[src/rtl/video_timing_gen.sv]
// Parametrised raster timing generator: counters, sync/blank, line/frame strobes, raster irq.
// Optional build macro VIDEO_TIMING_SYNC_SHIFT_EN enables per-frame hsync/vsync window shifting.
module video_timing_gen #(
  parameter int HW      = 10,
  parameter int VW      = 9,
  parameter int H_START = 128,
  parameter int H_FP    = 40,
  parameter int H_SYNC  = 32,
  parameter int H_BP    = 56,
  parameter int H_DISP  = 256,
  parameter int V_START = 248,
  parameter int V_FP    = 16,
  parameter int V_SYNC  = 8,
  parameter int V_BP    = 16,
  parameter int V_DISP  = 224,
  parameter bit SYNC_POL = 1'b0
) (
  input  logic          clk,
  input  logic          reset,
  input  logic          cen,
  input  logic [VW-1:0] irq_line,
  input  logic          irq_en,
  input  logic          irq_ack,
  input  logic [3:0]    h_shift,
  input  logic [3:0]    v_shift,
  output logic [HW-1:0] video_pos_x,
  output logic [VW-1:0] video_pos_y,
  output logic          hsync,
  output logic          vsync,
  output logic          hblank,
  output logic          vblank,
  output logic          enable,
  output logic          line_start,
  output logic          frame_start,
  output logic [7:0]    frame_cnt,
  output logic          irq
);

  localparam int H_TOT  = H_FP + H_SYNC + H_BP + H_DISP;
  localparam int V_TOT  = V_FP + V_SYNC + V_BP + V_DISP;
  localparam int H_LAST = H_START + H_TOT - 1;
  localparam int V_LAST = V_START + V_TOT - 1;
  localparam int H_BLK  = H_FP + H_SYNC + H_BP;
  localparam int V_BLK  = V_FP + V_SYNC + V_BP;

  if (H_LAST >= (1 << HW)) begin : g_bad_hw
    $error("video_timing_gen: H_START+H_TOT-1 does not fit in HW bits");
  end
  if (V_LAST >= (1 << VW)) begin : g_bad_vw
    $error("video_timing_gen: V_START+V_TOT-1 does not fit in VW bits");
  end

  localparam logic [HW-1:0] X_FIRST  = HW'(H_START);
  localparam logic [HW-1:0] X_LAST   = HW'(H_LAST);
  localparam logic [HW-1:0] X_PRE_HS = HW'(H_START + H_FP - 1);
  localparam logic [VW-1:0] Y_FIRST  = VW'(V_START);
  localparam logic [VW-1:0] Y_LAST   = VW'(V_LAST);

  logic [HW-1:0] x_nx;
  logic [VW-1:0] y_nx;
  logic          y_adv, frame_adv;
  logic          h_act, v_act, h_blk, v_blk;
  logic signed [3:0] hs_eff, vs_eff;
  int            xo, yo, hd, vd;

`ifdef VIDEO_TIMING_SYNC_SHIFT_EN
  logic signed [3:0] h_shift_q, v_shift_q;

  always_ff @(posedge clk) begin
    if (reset) begin
      h_shift_q <= '0;
      v_shift_q <= '0;
    end else if (cen && frame_adv) begin
      h_shift_q <= h_shift;
      v_shift_q <= v_shift;
    end
  end

  // The frame-start edge already uses the freshly sampled shift.
  assign hs_eff = frame_adv ? h_shift : h_shift_q;
  assign vs_eff = frame_adv ? v_shift : v_shift_q;
`else
  logic unused_shift;
  assign unused_shift = ^{h_shift, v_shift};
  assign hs_eff = '0;
  assign vs_eff = '0;
`endif

  always_comb begin
    x_nx      = (video_pos_x == X_LAST) ? X_FIRST : video_pos_x + HW'(1);
    y_adv     = (video_pos_x == X_PRE_HS);
    y_nx      = video_pos_y;
    if (y_adv)
      y_nx = (video_pos_y == Y_LAST) ? Y_FIRST : video_pos_y + VW'(1);
    frame_adv = y_adv && (y_nx == Y_FIRST);

    // Offsets into the line/frame; sync windows wrap modulo the total.
    xo = int'(x_nx) - H_START;
    yo = int'(y_nx) - V_START;
    hd = xo - H_FP - int'(hs_eff);
    vd = yo - V_FP - int'(vs_eff);
    if (hd < 0)          hd = hd + H_TOT;
    else if (hd >= H_TOT) hd = hd - H_TOT;
    if (vd < 0)          vd = vd + V_TOT;
    else if (vd >= V_TOT) vd = vd - V_TOT;
    h_act = (hd < H_SYNC);
    v_act = (vd < V_SYNC);
    h_blk = (xo < H_BLK);
    v_blk = (yo < V_BLK);
  end

  always_ff @(posedge clk) begin
    if (reset) begin
      video_pos_x <= X_FIRST;
      video_pos_y <= Y_FIRST;
      hsync       <= ~SYNC_POL;
      vsync       <= ~SYNC_POL;
      hblank      <= 1'b1;
      vblank      <= 1'b1;
      enable      <= 1'b0;
      line_start  <= 1'b0;
      frame_start <= 1'b0;
      frame_cnt   <= '0;
    end else begin
      line_start  <= 1'b0;
      frame_start <= 1'b0;
      if (cen) begin
        video_pos_x <= x_nx;
        video_pos_y <= y_nx;
        hsync       <= SYNC_POL ? h_act : ~h_act;
        vsync       <= SYNC_POL ? v_act : ~v_act;
        hblank      <= h_blk;
        vblank      <= v_blk;
        enable      <= ~(h_blk | v_blk);
        line_start  <= y_adv;
        frame_start <= frame_adv;
        if (frame_adv) frame_cnt <= frame_cnt + 8'd1;
      end
    end
  end

  // Set has priority over ack; ack needs no cen.
  always_ff @(posedge clk) begin
    if (reset)
      irq <= 1'b0;
    else if (cen && y_adv && (y_nx == irq_line) && irq_en)
      irq <= 1'b1;
    else if (irq_ack)
      irq <= 1'b0;
  end

endmodule

[config.mk]
export PLATFORM = sky130hd
export DESIGN_NAME = video_timing_gen
export DESIGN_NICKNAME = d
export VERILOG_FILES = /design/src/rtl/video_timing_gen.sv
export SDC_FILE = /design/constraint.sdc
export NUM_CORES = 1
export LEC_CHECK = 0
export CAP_MARGIN = 10
export CORE_MARGIN = 4
export CORE_UTILIZATION = 45
export CTS_BUF_LIST = sky130_fd_sc_hd__clkbuf_8
export CTS_CLUSTER_DIAMETER = 30
export DETAILED_ROUTE_END_ITERATION = 6
export HOLD_SLACK_MARGIN = 0.05
export PLACE_DENSITY = 0.74
export RECOVER_POWER = 25
export SETUP_SLACK_MARGIN = 0.2
export SLEW_MARGIN = 20
export SYNTH_ARGS = -nofsm -noshare
export SYNTH_HDL_FRONTEND = slang
export SYNTH_SLANG_ARGS = --single-unit
[constraint.sdc]
create_clock -name clk -period 7.2 [get_ports clk]
set_input_delay 1.44 -clock clk [delete_from_list [all_inputs] [get_ports clk]]
set_output_delay 1.44 -clock clk [all_outputs]
set_load 0.02 [all_outputs]
---- Word level (Yosys, flattened, before mapping) ----
Index checks and enable logic that the tools add are counted.
word-level totals
  flip-flop bits (word level) ............. 35
  output and inout port bits .............. 35
cells by class
  $add $sub $neg .......................... 11
  order comparisons ....................... 8
  equality and inequality tests ........... 5
  multiplexer cells ....................... 9
  bitwise gates (word level) .............. 5
  reductions and logical operators ........ 7
operator list
  operator                number
  $mux 32                 4
  $lt 32x5->1 const B     1
  $lt 32x7->1 const B     1
  $mux 9                  2
  $add 12x10->13 const B  1
  $sub 12x10->13 const B  1
  $add 11x10->12 const B  1
  $ge 12x10->1 const B    1
  $lt 12x1->1 const B     1
  $sub 11x10->12 const B  1
  $sub 11x7->12 const B   1
  $ge 11x10->1 const B    1
  $lt 11x1->1 const B     1
  $lt 11x9->1 const B     1
  $sub 10x6->11 const B   1
  $sub 10x8->11 const B   1
  $add 10x1->10 const B   1
  $eq 10x8->1 const B     1
  $eq 10x9->1 const B     1
  $lt 10x7->1 const B     1
  $mux 10                 1
  $sub 9x8->10 const B    1
  $add 9x1->9 const B     1
  $eq 9x8->1 const B      1
  10 further kinds        17

---- Depth between registers and ports, before layout ----
  depth in word-level cells ............... 10
  depth in mapped cells ................... 25

---- Worst setup path before layout ----
OpenSTA, ideal clock, no wires.
  path kind ............................... register -> register
  start point ............................. register video_pos_y[1]
  end point ............................... register vsync
  setup time .............................. 0.078 ns
  arrival ................................. 5.332 ns
  data required time ...................... 7.122 ns
  path slack .............................. 1.790 ns
  cell stages (with the launch flop) ...... 24
  path buffers ............................ 2
  clock period less this slack ............ 5.410 ns
  cell sequence ........................... dfxtp_1 > ha_1 > and3_1 > and3_1 > ha_1 > clkbuf_1 > nor2_1 > o31ai_1 > ha_1 > a21oi_1 > nor2_1 > inv_1 > ha_1 > clkbuf_1 > nor2b_1 > o21ai_0 > o211ai_2 > mux2_2 > nand2_1 > or4_1 > or3_1 > and3_1 > and4_4 > a32oi_1
between the ends
  cells in the longest elaborated chain, start to end .. 10
  elaborated cells on any way between the ends .. 14
ends and longest elaborated chain
  what                                            line  RTL
  start: declaration                              27    output logic [VW-1:0] video_pos_y,
  start signal: assignment                        129   video_pos_y <= y_nx;
  $add 9x1->9 or $eq 9x9->1 (tied branches)       94    y_nx = (video_pos_y == Y_LAST) ? Y_FIRST : video_pos_y + VW'(1);
  $mux 9 *                                        94
  $mux 9 *                                        93    if (y_adv)
  net y_nx[4]                                     60    logic [VW-1:0] y_nx;
  $sub 9x8->10 *                                  99    yo = int'(y_nx) - V_START;
  $sub 10x6->11 *                                 101   vd = yo - V_FP - int'(vs_eff);
  $sub 11x10->12 or $ge 11x10->1 (tied branches)  105   else if (vd >= V_TOT) vd = vd - V_TOT;
  $mux 32                                         105
  $mux 32 *                                       104   if (vd < 0) vd = vd + V_TOT;
  $lt 32x5->1 *                                   107   v_act = (vd < V_SYNC);
  $not 1->1 *                                     131   vsync <= SYNC_POL ? v_act : ~v_act;
  end signal: assignment                          117   vsync <= ~SYNC_POL;
  end signal: assignment                          131
  end: declaration                                29    output logic vsync,
The timed path passes the listed nets; every way through them passes the cells marked *.
A chain may end at the register's enable or synchronous reset.

---- Worst setup path after layout ----
  start point ............................. register video_pos_y[0]
  end point ............................... register vsync
The elaborated chain is that of the path after synthesis.

==> flow_metrics.tcl <==
set metrics [dict create \
    synthesis.area_um2 3230 \
    outcome "completed" \
    ctsResizeCount 0 \
    yosys-mux-area-fraction_pct 2.21 \
    cts_buffers 5 \
    via_count 3207 \
    clockBufferDepth 2 \
    ys_types 74 \
    dpl.hpwl_mm 6.24 \
    num-fill-cells 668 \
    critPathLaunch "video_pos_y[0]" \
    gr-total-overflow 0 \
    postRouteWirelength_mm 8.38 \
    netlist_top_cells_area "dfxtp_1, ha_1, xnor2_1" \
    end_kind "flip-flop" \
    synth_top_area_cell "dfxtp_1" \
    post-route-period-util_pct 81.3 \
    die_w_um 92.7 \
    seq_area_um2 701 \
    start_util_pct 47.0 \
    syn_nets 469 \
    rsz0062_at_grt "false" \
    grt_pass1_vias 2987 \
    finalMaxSlewViolations 0 \
    crit_path_top_delay_cell "or4_1" \
    area_delta_synth_final_pct 19.2 \
    hold_buffers 0 \
    routabilityCongestion 0.970 \
    rr_startpoint "video_pos_y[0]" \
    tightest_slew_ns 1.15 \
    drc 0 \
    power_mw 0.523 \
    tns_ns 0 \
    synth-compound-area-share_pct 22.2 \
    worstPathArrival_ns 6.08 \
    synth_top_area_share_pct 21.7 \
    antenna_found_initial 0 \
    netlist_instances 425 \
    peakVddDrop_mv 0.0816 \
    crit_type "reg -> reg" \
    crit_path_start_kind "flip-flop" \
    drt_iter0_markers 166 \
    cp_num_buf_inv 3 \
    via_per_inst 5.74 \
    grt_pass1_wl_mm 14.0 \
    multi_input_area_um2 2360 \
    postCtsSetupBuffers 0 \
    cpPeakStageDelay_ns 0.46 \
    ant_nets 0 \
    track_usage_pct 19.7 \
    synth_xor_area_share_pct 10.0 \
    die_y_um 92.7 \
    clk_pin_slew_ns 0.09 \
    yosysSeqAreaShare_pct 21.7 \
    die_area_um2 8600 \
    grt_max_degree 36 \
    finalCriticalPeriod_ns 5.85 \
    fin_skew_ns 0.0118 \
    final_common_cell "nor2_1" \
    synth-async-reset-ratio_pct 0 \
    synth_top_family_by_area "simple AND/OR/NAND/NOR gates" \
    synth_fa_ha_area_share_pct 8.52 \
    drive_gt1_share_pct 6.26 \
    synth_simple_gate_area_share_pct 30.0 \
    rows 30 \
    reg2reg_depth 24 \
    htree_levels 2 \
    hold_path.class "reg -> reg" \
    finalSetupViolCount 0 \
    max_slew_margin_pct 23.2 \
    layout_common_cells "nor2_1, clkdlybuf4s50_1, nand2_1" \
    synthFlopType "dfxtp_1" \
    rrSetupSlack_ns 1.35 \
    synth_edf_count 0 \
    drv_cap 0 \
    wl_per_cell_um 15.0 \
    r2r-end "vsync" \
    ys_warn_count 0 \
    worst-path-stages 24 \
    fin_util_pct 56.1 \
    max_freq_ghz 0.171 \
    ioPinCount 57 \
    cp.required_ns 7.43 \
    core_area_um2 6870 \
    final_hold_viol_count 0 \
    path_cells "ha_1, and3_1, and3_1, ha_1, a31o_2, a41o_1, o21ai_1, buf_4, inv_1, ha_1, and3_1, nor2_1, inv_1, ha_1, nor2b_1, o21ai_0, o211ai_2, mux2_2, nand2_1, or4_1, or3_1, and3_1, and4_4, a32oi_1" \
    cts_tree "done" \
    antenna_cells 0 \
    clk_latency_ns 0.30 \
    cts.sinks 35 \
    synth-seq-cells 35 \
    path_delay_family "simple AND/OR/NAND/NOR gates" \
    fin_nets 506 \
    finalHoldWorstSlack_ns 0.467 \
    cts-root-buf "clkbuf_8" \
    dr.pass1.iters 4 \
    p_per_area_nw_per_um2 136 \
    synth.avg_cell_area_um2 7.60 \
    cp-endpoint "vsync" \
    cp_max_fo 14 \
    port_buffers 48 \
    leakage_nw 1.48 \
]
-- cell families (layout without fill, tap and decap cells) --
logic type / after synthesis / count (layout)
AND/OR/NAND/NOR: 180 / 180
AO/OA/AOI/OAI: 104 / 104
buffers and inverters: 40 / 78
XOR/XNOR: 37 / 37
flip-flops: 35 / 35
adder cells (fa/ha/maj): 22 / 22
multiplexers: 7 / 7
-- how the worst min path moves through the flow --
stage,start,end,cells after the start
2_1_floorplan,enable,enable,2
3_3_place_gp,irq,irq,2
3_5_place_dp,irq,irq,2
4_1_cts,irq,irq,2
5_1_grt,enable,enable,2
6_report,irq,irq,2
-- sequential cells by signal (all words and copies together), names as in the netlist --
name and flops:
enable 1, vsync 1, frame_cnt 8, video_pos_y 9
frame_start 1, vblank 1, hsync 1, video_pos_x 10
hblank 1, irq 1, line_start 1
-- power by group --
group	switching (mW)	internal [mW]	total, mW
Clock	0.0827	0.0783	0.161
Combinational	0.0916	0.0652	0.157
Sequential	0.00701	0.199	0.206
Total	0.181	0.342	0.523
-- layer usage --
| metal | track usage, % | vias up | part of all wire (%) |
|---|---|---|---|
| li1 | - | 1622 | - |
| met1 | 25.5 | 1501 | 46 |
| met2 | 33.7 | 74 | 48 |
| met3 | 4.14 | 10 | 4.8 |
| met4 | 4.15 | 0 | 1.0 |
| met5 | 0 | - | 0 |
-- through the flow --
stage | worst slack [ns] | std cells | cell area, um^2
floorplan | 1.79 | 425 | 3230
finish | 1.35 | 559 | 3850
global placement | 1.49 | 551 | 3760
global route | 0.879 | 559 | 3850
detailed placement | 1.44 | 551 | 3760
CTS | 1.41 | 559 | 3850
-- synthesized netlist by cell type (2+ instances only) --
cell type / instances
nand2b_1: 5
nand2_1: 38
nand3_1: 15
or3_1: 4
clkbuf_1: 15
a21oi_1: 23
ha_1: 22
a311oi_1: 2
nor4_1: 6
or4_4: 2
and4_1: 3
nand4_1: 8
a31oi_1: 11
mux2i_1: 6
o21ai_1: 2
nor2b_1: 4
o21bai_1: 4
o22ai_1: 4
or4_1: 5
nand4b_1: 2
buf_2: 4
xnor2_1: 22
inv_1: 18
o31ai_1: 3
dfxtp_1: 35
nor2_1: 50
nor3_1: 8
a41o_1: 2
and2_1: 2
o211ai_1: 4
a41oi_1: 2
buf_6: 2
o211ai_2: 2
and3_1: 15
xor2_1: 15
a211o_1: 5
o21ai_0: 18
-- worst min-delay path: cells and delay by family, from the launching register on --
family          cells  cell delay (ns)
flops               1             0.31
simple gates        1             0.06
compound gates      1             0.05
-- final cells by class --
cell class | count | share of cell area [%]
flip-flops and latches | 35 | 18.2
repair buffers | 52 | 13.2
clock inverters | 2 | 0.422
inverters | 18 | 1.75
well taps | 96 | 3.12
clock buffers | 6 | 2.14
multi-input cells | 350 | 61.2
(Power assumes the default switching activity.)
